==> src/rtl/result_stream_pkg.sv <==
// rtl/result_stream_pkg.sv - shared constants, types and lane helpers for the result lane streamer
package result_stream_pkg;

  localparam int LANE_W   = 8;
  localparam int LANES    = 8;
  localparam int RESULT_W = 64;

  typedef logic [2:0] lane_idx_t;

  typedef enum logic {
    ST_IDLE,
    ST_STREAM
  } stream_state_t;

  // Negative lanes clamp to zero; positive lanes pass through untouched.
  function automatic logic [LANE_W-1:0] relu8(input logic [LANE_W-1:0] lane);
    return lane[LANE_W-1] ? '0 : lane;
  endfunction

endpackage

==> src/rtl/sync_fifo.sv <==
// rtl/sync_fifo.sv - single-clock FIFO with combinational head and occupancy level
module sync_fifo #(
  parameter int WIDTH = 64,
  parameter int DEPTH = 4
) (
  input  logic                     clk_i,
  input  logic                     rst_i,
  input  logic                     push_i,
  input  logic [WIDTH-1:0]         data_i,
  input  logic                     pop_i,
  output logic                     full_o,
  output logic                     empty_o,
  output logic [$clog2(DEPTH):0]   level_o,
  output logic [WIDTH-1:0]         head_o
);

  localparam int AW = $clog2(DEPTH);

  logic [AW:0]      wr_ptr_q;
  logic [AW:0]      rd_ptr_q;
  logic [WIDTH-1:0] mem_q [DEPTH];
  logic             do_push;
  logic             do_pop;

  assign empty_o = (wr_ptr_q == rd_ptr_q);
  assign full_o  = (wr_ptr_q[AW] != rd_ptr_q[AW]) && (wr_ptr_q[AW-1:0] == rd_ptr_q[AW-1:0]);
  assign level_o = wr_ptr_q - rd_ptr_q;
  assign head_o  = mem_q[rd_ptr_q[AW-1:0]];

  // A push into a full FIFO is fine when the head leaves on the same edge.
  assign do_pop  = pop_i & ~empty_o;
  assign do_push = push_i & (~full_o | do_pop);

  always_ff @(posedge clk_i or posedge rst_i) begin
    if (rst_i) begin
      wr_ptr_q <= '0;
      rd_ptr_q <= '0;
    end else begin
      if (do_push) wr_ptr_q <= wr_ptr_q + 1'b1;
      if (do_pop)  rd_ptr_q <= rd_ptr_q + 1'b1;
    end
  end

  always_ff @(posedge clk_i) begin
    if (do_push) mem_q[wr_ptr_q[AW-1:0]] <= data_i;
  end

endmodule

==> src/rtl/result_lane_streamer.sv <==
// rtl/result_lane_streamer.sv - captures datapath results on done edges and streams them as 8-bit lanes
module result_lane_streamer
  import result_stream_pkg::*;
#(
  parameter int FIFO_DEPTH = 4,
  parameter bit RELU_EN    = 1'b0
) (
  input  logic                clk_i,
  input  logic                rst_i,
  input  logic                done_i,
  input  logic [RESULT_W-1:0] result_i,
  output logic [LANE_W-1:0]   m_data_o,
  output logic [2:0]          m_lane_o,
  output logic                m_last_o,
  output logic                m_valid_o,
  input  logic                m_ready_i,
  output logic                busy_o,
  output logic                overflow_o
);

  localparam int AW = $clog2(FIFO_DEPTH);

  logic                done_q;
  lane_idx_t           lane_q;
  logic                overflow_q;
  stream_state_t       state_q;
  stream_state_t       state_d;
  logic                fifo_full;
  logic                fifo_empty;
  logic [AW:0]         fifo_level;
  logic [RESULT_W-1:0] head;
  logic [LANE_W-1:0]   lane_raw;
  logic                capture;
  logic                beat;
  logic                pop;
  logic                push;

  assign capture = done_i & ~done_q;
  assign beat    = ~fifo_empty & m_ready_i;
  assign pop     = beat & (lane_q == 3'd7);
  assign push    = capture & (~fifo_full | pop);

  sync_fifo #(
    .WIDTH (RESULT_W),
    .DEPTH (FIFO_DEPTH)
  ) u_fifo (
    .clk_i   (clk_i),
    .rst_i   (rst_i),
    .push_i  (push),
    .data_i  (result_i),
    .pop_i   (pop),
    .full_o  (fifo_full),
    .empty_o (fifo_empty),
    .level_o (fifo_level),
    .head_o  (head)
  );

  // done_q resets high so a done level present at reset release is not an edge.
  always_ff @(posedge clk_i or posedge rst_i) begin
    if (rst_i) begin
      done_q     <= 1'b1;
      lane_q     <= '0;
      overflow_q <= 1'b0;
      state_q    <= ST_IDLE;
    end else begin
      done_q  <= done_i;
      state_q <= state_d;
      if (beat) lane_q <= lane_q + 1'b1;
      if (capture && fifo_full && !pop) overflow_q <= 1'b1;
    end
  end

  always_comb begin
    state_d = state_q;
    case (state_q)
      ST_IDLE: begin
        if (push) state_d = ST_STREAM;
      end
      ST_STREAM: begin
        if (pop && !push && (fifo_level == 1)) state_d = ST_IDLE;
      end
      default: state_d = ST_IDLE;
    endcase
  end

  // Outputs are gated by occupancy since FIFO storage is not cleared by reset.
  assign lane_raw   = head[{lane_q, 3'b000} +: LANE_W];
  assign m_valid_o  = ~fifo_empty;
  assign m_data_o   = fifo_empty ? '0 : (RELU_EN ? relu8(lane_raw) : lane_raw);
  assign m_lane_o   = lane_q;
  assign m_last_o   = ~fifo_empty & (lane_q == 3'd7);
  assign busy_o     = (state_q == ST_STREAM);
  assign overflow_o = overflow_q;

endmodule

==> config.mk <==
export PLATFORM = sky130hd
export DESIGN_NAME = result_lane_streamer
export DESIGN_NICKNAME = d
export VERILOG_FILES = /design/src/rtl/result_stream_pkg.sv /design/src/rtl/sync_fifo.sv /design/src/rtl/result_lane_streamer.sv
export SDC_FILE = /design/constraint.sdc
export NUM_CORES = 1
export LEC_CHECK = 0
export BUFFER_PORTS_ARGS = -buffer_cell sky130_fd_sc_hd__buf_2
export CORE_MARGIN = 5
export CORE_UTILIZATION = 30
export CTS_CLUSTER_SIZE = 8
export DETAILED_ROUTE_END_ITERATION = 8
export PLACE_DENSITY = 0.49
export SYNTH_ARGS = -nofsm -noshare
export SYNTH_HDL_FRONTEND = slang
export SYNTH_SLANG_ARGS = --single-unit
==> constraint.sdc <==
create_clock -name clk_i -period 3.8 [get_ports clk_i]
set_clock_uncertainty 0.15 [all_clocks]
set_input_delay 0.76 -clock clk_i [delete_from_list [all_inputs] [get_ports clk_i]]
set_output_delay 0.76 -clock clk_i [all_outputs]
set_load 0.01 [all_outputs]
# Word level (Yosys, flattened, before mapping)
# Memory sizes are Yosys's and may differ from the RTL's.
# Cells that the tools add are included.
[op_classes] n_eq_ne=5 reduce_logical=7 n_mux=6 n_lt_le_gt_ge=0 bitwise_logic=13 div=0 mul=0 addsub=4 shift=1
[ops] operator="$shiftx A64 B7 Y8" count=1
[ops] operator="$add A3 B1 Y3 const B" count=3
[ops] operator="$mux W8" count=1
[ops] operator="$and A1 B1 Y1" count=7
[ops] operator="$logic_and A1 B1 Y1" count=5
[ops] operator="$mux W1" count=4
[ops] operator="$not A1 Y1" count=4
[ops] operator="$eq A3 B1 Y1 const B" count=1
[ops] operator="$eq A3 B3 Y1" count=1
[ops] operator="$eq A3 B3 Y1 const B" count=1
[ops] operator="$sub A3 B3 Y3" count=1
[ops] operator="$eq A2 B2 Y1" count=1
[ops] operator="$logic_not A1 Y1" count=2
[ops] operator="$or A1 B1 Y1" count=2
[ops] operator="$pmux W1 S2" count=1
[ops] operator="$ne A1 B1 Y1" count=1
[word_totals] inputBits=68 mem_bits_rw=256 latchBits=0 rom_bits=0 memories=1 register_bits=12 output_inout_bits=15 wordCells=43
[mem_list] memory="u_fifo.mem_q" depth=4 word_bits=64 read_ports=1 rd_clocked_by_memory_dff=0 write_ports=1 line="sync_fifo.sv:21" rtl="logic [WIDTH-1:0] mem_q [DEPTH];"

# Longest topological paths before layout
# Gate-level depths: netlist of the first run.
[logic_depth] depth_word=11 depth_mapped=10 ltp_nobuf=7

# Hierarchy
# A second synthesis of the first run with hierarchy kept.
[unflattened] hier_cells=441 area_unflattened_um2=10502.6
[modules_own_cells] module="sync_fifo" seq_area_each_um2=7837.5 cells_each=380 n_inst=1 area_per_inst_um2=9674.3
[modules_own_cells] module="result_lane_streamer" seq_area_each_um2=151.4 cells_each=61 n_inst=1 area_per_inst_um2=828.3

# Worst setup path after synthesis of the first run
# OpenSTA, ideal clock, no wires.
[synth_timing] path_kind="register -> register" startpoint="reg u_fifo.rd_ptr_q[1]" endpoint="mem u_fifo.mem_q[3][0] (enable)" path_stages_with_launch=8 period_less_slack_ns=3.986 required_time_ns=3.220 setup_slack_ns=-0.186 arrival_time_ns=3.406 path_cell_list="dfrtp_1 buf_6 buf_6 buf_2 inv_1 ha_1 a41oi_1 and2_1"
[synth_between] elab_chain_len=9 word_cells_on_any_way=14 cone_classes="eq/ne (2); mux (2); bitwise (9); reduce/logical (1)"
[synth_rtl] element="start, declared" line="sync_fifo.sv:20" rtl="logic [AW:0] rd_ptr_q;"
[synth_rtl] element="start signal, assigned" line="sync_fifo.sv:40" rtl="if (do_pop) rd_ptr_q <= rd_ptr_q + 1'b1;"
[synth_rtl] element="$eq A3 B3 Y1" line="sync_fifo.sv:25" rtl="assign empty_o = (wr_ptr_q == rd_ptr_q);"
[synth_rtl] element="$not A1 Y1" line="sync_fifo.sv:31, result_lane_streamer.sv:39"
[synth_rtl] element="$and A1 B1 Y1" line="result_lane_streamer.sv:39" rtl="assign beat = ~fifo_empty & m_ready_i;"
[synth_rtl] element="$and A1 B1 Y1" line="result_lane_streamer.sv:40" rtl="assign pop = beat & (lane_q == 3'd7);"
[synth_rtl] element="$or A1 B1 Y1 or $and A1 B1 Y1 (tied branches)" line="result_lane_streamer.sv:41, sync_fifo.sv:31"
[synth_rtl] element="$and A1 B1 Y1 or $or A1 B1 Y1 (tied branches)" line="result_lane_streamer.sv:41, sync_fifo.sv:32"
[synth_rtl] element="$and A1 B1 Y1 (*)" line="sync_fifo.sv:32" rtl="assign do_push = push_i & (~full_o | do_pop);"
[synth_rtl] element="$mux W1 (*)" line="sync_fifo.sv:45" rtl="if (do_push) mem_q[wr_ptr_q[AW-1:0]] <= data_i;"
[synth_rtl] element="$mux W1 (implied by the code) (*)" line="sync_fifo.sv:45"
[synth_rtl] element="end, declared" line="sync_fifo.sv:21"
# Mark *: on every way between the ends. The rest lies on a longest branch, timed or not.

# Worst setup path in the final report of the first run
[layout_timing] startpoint="reg u_fifo.rd_ptr_q[0]" endpoint="out m_data_o[5]"
[layout_between] elab_chain_len=3 word_cells_on_any_way=4 cone_classes="eq/ne (1); shift (1); mux (1); memory (1)"
[layout_rtl] element="$mem_v2 Z4 W64"
[layout_rtl] element="$shiftx A64 B7 Y8" line="result_lane_streamer.sv:87" rtl="assign lane_raw = head[{lane_q, 3'b000} +: LANE_W];"
[layout_rtl] element="$mux W8 (*)" line="result_lane_streamer.sv:89" rtl="assign m_data_o = fifo_empty ? '0 : (RELU_EN ? relu8(lane_raw) : lane_raw);"
[layout_rtl] element="end, declared" line="result_lane_streamer.sv:12" rtl="output logic [LANE_W-1:0] m_data_o,"
# Marked as above.

==> reports/metrics.csv, run 1 <==
metric,value,unit
status,"finished, final reports clean",
fp.dieW,197,um
cp-start-kind,flop,
cts_buffers,39,
final_common_cell,edfxtp_1,
die_h,197,um
clk_latency,0.50,ns
avgRoutedWirePerCell,21.2,um
synthesis.area,10500,um^2
cts_max_level,2,
syn_inst,462,
critPathMaxFanout,17,
drtPass1Iterations,5,
end_kind,primary output,
place_congestion,0.740,
maxCapViolations,0,
antenna_found_initial,3,
final_cell_count_no_fill,1051,
slew_headroom,49.6,%
layout_common_cells,"edfxtp_1, buf_2, mux4_2, clkbuf_16, mux2i_1",
wl,22300,um
worstMarginPinSlew,0.753,ns
io_buffers,82,
crit_type,reg -> out,
tns,0,ns
drt_iter0_drc,236,
cp.required,2.89,ns
synthTopCellsByArea,"edfxtp_1, mux4_2, dfrtp_1",
num-fill-cells,3246,
critPathLaunch,u_fifo.rd_ptr_q[0],
yosysUniqueCellTypes,38,
fin_crit_sh,93.3,%
dieArea,38800,um^2
powerDensity,773,nW/um^2
antenna_cells,0,
grt_pass1_vias,5448,
grt_start_max_net_pins,65,
hold_buffers,0,
clockBufferDepth,3,
cts_tree,done,
rows,68,
rsz0062_at_grt,no,
seq_area_frac_synth,76.2,%
area_delta_synth_final,20.8,%
synth_area_leader_cell,edfxtp_1,
r2r-start,m_lane_o[0],
core_area,34500,um^2
vias,4899,
synth-edff-count,256,
ios,83,
hpwl,13800,um
grt_usage,11.5,%
start_util,30.3,%
synth.avg_cell_area,22.7,um^2
viasPerCell,4.66,
overflow,0,
hold_path_class,in -> async,
fin_util,36.7,%
drc,0,
async_flop_share,4.48,%
grt_first_pass_wirelength,34000,um
drive_gt1_share,36.9,%
r2r-end,u_fifo.mem_q[1][8],
yosys_warnings,0,
nNetsFinal,660,
p_leak,4.24,nW
critPathArrivalTime,2.64,ns
antenna_left,0,
ys_ff_latch,268,
setup_viol,0,
drv_slew,0,
reg2regPathDepth,8,
fmax,282,MHz
place_inst,994,
clockRootBuffer,clkbuf_16,
cts.clk_slew.worst_paths,0.05,ns
clock_sinks,268,
synth_flop_cell,edfxtp_1,
period_needed,3.55,ns
yosysTopAreaCellShare,73.3,%
syn_nets,540,
ff2ff_setup_slack,1.03,ns
hold_viol_final,0,
ir_worst_vdd,0.000407,V
[worst max-delay path: stages (launching register included)]
cell and delay (ns):
dfrtp_4 0.62, ha_1 0.40, nand2_1 0.13, nor2_2 0.04, buf_4 0.18, a221o_1 0.27, a31oi_1 0.28, buf_2 0.20
[what timing repair did]
| item | in CTS | in global routing |
|---|---|---|
| endpoints found under the setup margin | 0 | 3 |
| resized for setup | 0 | 1 |
| setup buffers | 0 | 2 |
[worst max path at each step]
stage	endpoint	slack (ns)
floorplan	u_fifo.mem_q[3][0]	0.51
global placement	m_data_o[6]	0.52
detailed placement	m_data_o[6]	0.56
CTS	m_data_o[6]	0.007
global route	m_data_o[5]	0.13
finish	m_data_o[5]	0.25
[synth_stat cells (4+ instances only)]
library cell  count
edfxtp_1        256
mux4_2           60
mux2i_1          20
nand2_1          12
dfrtp_1          11
ha_1              9
a22oi_1           8
buf_2             8
mux2_2            7
and2_1            6
buf_6             5
inv_1             5
a21oi_1           4
a221o_1           4
a31oi_1           4
and3_1            4
buf_4             4
mux4_1            4
o211ai_1          4
xnor2_1           4
[cells by family (layout without fill, tap and decap cells)]
logic type               Yosys count  in the layout  share of synthesized area [%]
AO/OA/AOI/OAI                     29             29                           2.06
adder cells (fa/ha/maj)           10             10                           1.27
AND/OR/NAND/NOR                   32             32                           1.61
buffers and inverters             25            159                           1.65
XOR/XNOR                           7              7                          0.656
flip-flops                       268            268                           76.2
multiplexers                      91             91                           16.6
[per-stage QoR]
step | setup WS (ns) | cell area, um^2 | hold slack, ns | power (mW)
detailed placement | 0.556 | 11500 | 0.328 | 6.79
finish | 0.255 | 12700 | 0.121 | 9.79
global route | 0.128 | 12700 | 0.165 | 10.3
floorplan | 0.507 | 10500 | 0.346 | 5.82
CTS | 0.00684 | 12600 | 0.135 | 9.95
global placement | 0.523 | 11500 | 0.321 | 6.75
[registers in the layout (all words and copies together) (netlist names)]
name	cells
done_q	1
u_fifo.rd_ptr_q	3
overflow_o	1
busy_o	1
u_fifo.mem_q	256
m_lane_o	3
u_fifo.wr_ptr_q	3
[metal layers]
layer	global-route usage (%)	routed length, um	up-vias
met5	0	39	-
met4	3.11	445	6
met3	2.84	1180	44
met2	19.2	11000	120
met1	15.3	9660	2542
li1	-	-	2187
[power breakdown]
group / switching (mW) / internal [mW]
Combinational: 1.47 / 1.35
Sequential: 0.214 / 3.65
Clock: 1.14 / 1.96
Total: 2.82 / 6.97
[area by class of cell]
type                    instances  area [um^2]  share of cell area, %
flip-flops and latches        268         8000                   63.1
multi-input cells             169         2330                   18.4
clock buffers                  52         1050                   8.26
repair buffers                 99          651                   5.14
well taps                     455          569                   4.50
clock inverters                 3         55.1                  0.435
inverters                       5         18.8                  0.148
No activity file was read; power rests on OpenSTA's default activity.
==> run 2, diff against run 1 <==
- ABC_AREA: unset -> 1
- CTS_CLUSTER_DIAMETER: unset -> 40
==> run 2 against run 1 <==
Effect of this change:
- via count grew 49%
- clock-buffer cell count grew 3
- die area grew 6.4%
- clock power grew 15%
- design area grew 6.1%
- register-to-register slack lost 0.16 ns
==> reports/metrics.csv, run 2 <==
metric,value,unit
drt_iter0_drc,400,
cts_max_level,2,
critPathMaxFanout,33,
powerDensity,815,nW/um^2
clk_latency,0.54,ns
yosysMostFrequentCell,nand2_1,
final_common_cell,nand2_1,
clockRootBuffer,clkbuf_16,
grt_pass1_vias,7338,
rows,70,
avgRoutedWirePerCell,19.4,um
clock_sinks,268,
drtPass1Iterations,7,
yosys_warnings,0,
cp.required,2.89,ns
wl,29900,um
hold_buffers,0,
p_leak,5.12,nW
antenna_cells,0,
synth-edff-count,256,
core_area,36700,um^2
antenna_found_initial,5,
ir_worst_vdd,0.000349,V
dieArea,41300,um^2
antenna_left,0,
cts-resized-gates,0,
synthTopCellsByCount,"nand2_1, edfxtp_1, nand3_1",
grt_first_pass_wirelength,44900,um
place_congestion,0.795,
rsz0062_at_grt,no,
ios,83,
vias,7304,
fp.dieW,203,um
maxCapViolations,0,
fmax,272,MHz
start_util,30.5,%
hpwl,18200,um
path_cells,clkinv_2 -> buf_12 -> nand2_1 -> nand3_1 -> nand3_1 -> nand2_1 -> nand2_1 -> nand2_1 -> nor2_1 -> nor2_1 -> buf_2,
largest_reg_flops,256,
grt_start_max_net_pins,73,
clockBufferDepth,3,
end_kind,primary output,
synth.avg_cell_area,11.8,um^2
hold_slack,0.112,ns
setup_ws,0.124,ns
period_needed,3.68,ns
hold_viol_final,0,
viasPerCell,4.73,
fin_crit_sh,96.7,%
area_delta_synth_final,20.2,%
post-place-ws,0.655,ns
cts_buffers,45,
status,"finished, final reports clean",
nNetsFinal,1130,
drive_gt1_share,16.7,%
io_buffers,82,
yosysUniqueCellTypes,26,
hold_path_class,in -> async,
tns,0,ns
drv_slew,0,
worstMarginPinSlew,0.842,ns
crit_top_cell,nand2_1,
cts.clk_slew.worst_paths,0.04,ns
syn_nets,1028,
syn_inst,950,
critPathArrivalTime,2.77,ns
synth_area_leader_cell,edfxtp_1,
cp.buffers_inverters,3,
yosysTopAreaCellShare,68.7,%
cp_slowest_cell,dfrtp_4,
synthesis.area,11200,um^2
drc,0,
grt_usage,14.3,%
synthTopCellsByArea,"edfxtp_1, nand2_1, nand3_1",
synth_flop_cell,edfxtp_1,
overflow,0,
layout_common_cells,"nand2_1, edfxtp_1, nand3_1, buf_2, nor2_1",
die_h,203,um
crit_type,reg -> out,
cp-start-kind,flop,
cp_top_family,simple AND/OR/NAND/NOR gates,
async_flop_share,4.48,%
post_cts_buffers,0,
cts_tree,done,
max_stage_delay,0.59,ns
setup_viol,0,
ys_ff_latch,268,
seq_area_frac_synth,71.4,%
slew_headroom,43.8,%
==> run 2: changes by cell type after synthesis, moves of 8 or more <==
cell     before  now
mux2i_1      20    0
a22oi_1       8    0
o21ai_0       1   17
nand2_1      12  326
mux4_2       60    0
nand3_1       0  177
nor2_1        2   58
buf_2         8   17
inv_1         5   16
buf_6         5   25
==> run 2: kinds of logic (layout without fill, tap and decap cells) <==
kind of cell	after synthesis	in the layout	synth area share (%)
buf+inv	73	198	4.38
simple gates	568	568	21.5
xor+xnor	4	4	0.313
fa+ha+maj	10	10	1.19
flops	268	268	71.4
compound gates	27	27	1.23
==> run 2: metrics by stage <==
stage	instances	total power [mW]	cell area (um^2)	utilization, %
after CTS	1542	11.1	13400	36.5
after global routing	1543	11.6	13400	36.6
after global placement	1472	7.46	12100	33.0
final	1543	11.0	13400	36.6
after floorplan	950	6.29	11200	-
after detailed placement	1472	7.47	12100	33.0
==> run 2: report_power, final <==
group | leakage, nW | internal, mW | switching [mW] | total (mW)
combinational | 2.02 | 1.10 | 2.54 | 3.63
clock | 0.639 | 2.25 | 1.31 | 3.55
sequential | 2.46 | 3.64 | 0.132 | 3.77
==> run 2: layout make-up <==
cell class                      count  area (um^2)
Multi-Input combinational cell    609         2740
Timing Repair Buffer              106          732
Fill cell                        3532        23300
Clock buffer                       55         1180
Sequential cell                   268         7990
Inverter                           22         83.8
Tap cell                          468          586
Clock inverter                     15          126
==> run 2: final timing paths <==
check	startpoint	to	slack (ns)	depth (start not counted)
worst max-delay path	u_fifo.rd_ptr_q[0]	m_data_o[2]	0.12	11
worst min-delay path	rst_i	m_lane_o[2]	0.11	2
worst max register to register	u_fifo.rd_ptr_q[1]	u_fifo.mem_q[1][1]	0.87	10
worst min register to register	overflow_o	overflow_o	0.32	1
max in group asynchronous	rst_i	u_fifo.rd_ptr_q[0]	2.97	2
min in group clk_i	done_i	done_q	0.19	1
==> run 2: worst reg2reg max path, stage by stage, from the launching register on <==
cell     delay, ns
dfrtp_2       0.39
inv_2         0.29
ha_1          0.30
nand2_1       0.13
nor2_4        0.07
nor2_4        0.19
nand2_4       0.11
nand3_4       0.11
nand2_4       0.13
nor2_4        0.46
buf_12        0.28
==> run 2: per-layer routing <==
layer / up-vias / track usage [%] / wire (um)
li1: 3501 / - / -
met1: 3562 / 18.0 / 12600
met2: 169 / 23.9 / 14600
met3: 62 / 3.64 / 1720
met4: 10 / 5.20 / 936
met5: - / 0 / 56
==> run 3, diff against run 2 <==
--- a/config.mk
+++ b/config.mk
@@ -14,2 +14,3 @@
 export DETAILED_ROUTE_END_ITERATION = 8
+export HOLD_SLACK_MARGIN = 0.06
 export PLACE_DENSITY = 0.49
==> constraint.sdc (replaced) <==
create_clock -name clk_i -period 3.8 [get_ports clk_i]
set_clock_uncertainty 0.15 [all_clocks]
set_input_delay 0.95 -clock clk_i [delete_from_list [all_inputs] [get_ports clk_i]]
set_output_delay 0.95 -clock clk_i [all_outputs]
set_load 0.01 [all_outputs]
==> run 3 against run 2 <==
Effect of this change:
- clock-buffer cell count decreased by 3
- register-to-register slack got worse by 0.06 ns
- first-iteration DRC count increased by 17%
- fmax is essentially flat
- combinational power shrank 1%
- final cell count decreased by 0.58%
- clock power down 4%
- critical path type unchanged
- largest cell class unchanged
==> reports/metrics.csv, run 3 (synthesis gave the netlist of run 2 again) <==
metric,value,unit
status,"finished, final reports clean",
layout_common_cells,"nand2_1, edfxtp_1, nand3_1, buf_2, nor2_1",
die_h,203,um
rsz0062_at_grt,yes,
grt_usage,13.8,%
fin_util,36.3,%
final_common_cell,nand2_1,
drv_slew,0,
clockRootBuffer,clkbuf_16,
place_congestion,0.749,
hold_path_class,in -> async,
worstMarginPinSlew,0.586,ns
cp.required,2.70,ns
crit_path_end,m_data_o[5],
ir_worst_vdd,0.000350,V
overflow,0,
drc,0,
end_kind,primary output,
ios,83,
dieArea,41300,um^2
grt_start_max_net_pins,113,
hold_viol_final,0,
largest_reg_flops,256,
start_util,30.5,%
setup_viol,0,
cp-start-kind,flop,
fin_crit_sh,96.8,%
maxCapViolations,0,
clockBufferDepth,3,
antenna_found_initial,3,
area_delta_synth_final,19.2,%
antenna_left,0,
power,10.8,mW
period_needed,3.68,ns
avgRoutedWirePerCell,18.9,um
hold_slack,0.316,ns
r2r-start,u_fifo.rd_ptr_q[0],
grt_first_pass_wirelength,44000,um
cts_tree,done,
io_buffers,82,
hpwl,17500,um
core_area,36700,um^2
reg2regPathDepth,10,
powerDensity,807,nW/um^2
slew_headroom,60.7,%
r2r-end,u_fifo.mem_q[2][1],
wl,28900,um
clock_sinks,268,
rows,70,
viasPerCell,4.66,
vias,7142,
cts_max_level,2,
critPathMaxFanout,47,
p_leak,5.06,nW
hold_buffers,0,
drtPass1Iterations,5,
fmax,272,MHz
grt_pass1_vias,7201,
nNetsFinal,1124,
antenna_cells,0,
clk_latency,0.52,ns
critPathLaunch,u_fifo.rd_ptr_q[0],
ff2ff_setup_slack,0.81,ns
critPathArrivalTime,2.58,ns
cts.clk_slew.worst_paths,0.05,ns
fp.dieW,203,um
drive_gt1_share,15.9,%
tns,0,ns
crit_type,reg -> out,
cts_buffers,43,
drt_iter0_drc,467,
run 3: worst min path at each step:
stage,to,slack [ns],depth (start not counted)
2_1_floorplan,overflow_o,0.34,1
3_3_place_gp,overflow_o,0.29,1
3_5_place_dp,overflow_o,0.30,1
4_1_cts,m_lane_o[1],0.31,2
5_1_grt,m_lane_o[2],0.35,2
6_report,m_lane_o[2],0.32,2
run 3: repair_timing:
item / 4_1_cts / 5_1_grt
resized for setup: 0 / 4
endpoints found under the setup margin: 0 / 5
buffers inserted: 0 / 0
run 3: layout make-up:
type | instances | area (um^2)
clock buffer | 52 | 1120
timing repair buffer | 102 | 684
inverter | 22 | 88.8
sequential | 268 | 7990
tap | 468 | 586
clock inverter | 13 | 121
fill | 3553 | 23400
multi-input combinational | 609 | 2740
run 3: where the power goes:
| group | total [mW] | switching, mW | internal, mW |
|---|---|---|---|
| sequential | 3.78 | 0.137 | 3.64 |
| clock | 3.41 | 1.27 | 2.14 |
| combinational | 3.58 | 2.49 | 1.08 |
| total | 10.8 | 3.90 | 6.86 |
run 3: stage by stage:
step           setup WS (ns)  area [um^2]  std cells
2_1_floorplan        -0.0209        11200        950
3_3_place_gp           0.632        12100       1469
3_5_place_dp           0.627        12100       1469
4_1_cts               0.0674        13300       1534
5_1_grt            -0.000302        13300       1534
6_report               0.120        13300       1534
run 3: metal layers:
metal  GRT usage (%)  routed length, um  vias to the layer above
li1                -                  -                     3481
met1            18.8              13000                     3439
met2            22.8              13900                      163
met3            2.72               1340                       53
met4            3.52                625                        6
met5               0                 30                        -
run 3: critical path, cell delays in order, from the launching register on:
cell,delay [ns]
dfrtp_4,0.51
inv_4,0.22
buf_12,0.25
nand2_1,0.08
nand3_1,0.07
nand3_1,0.11
nand2_1,0.17
nand2_1,0.08
nand2_1,0.07
nor2_1,0.06
nor2_1,0.20
buf_2,0.18
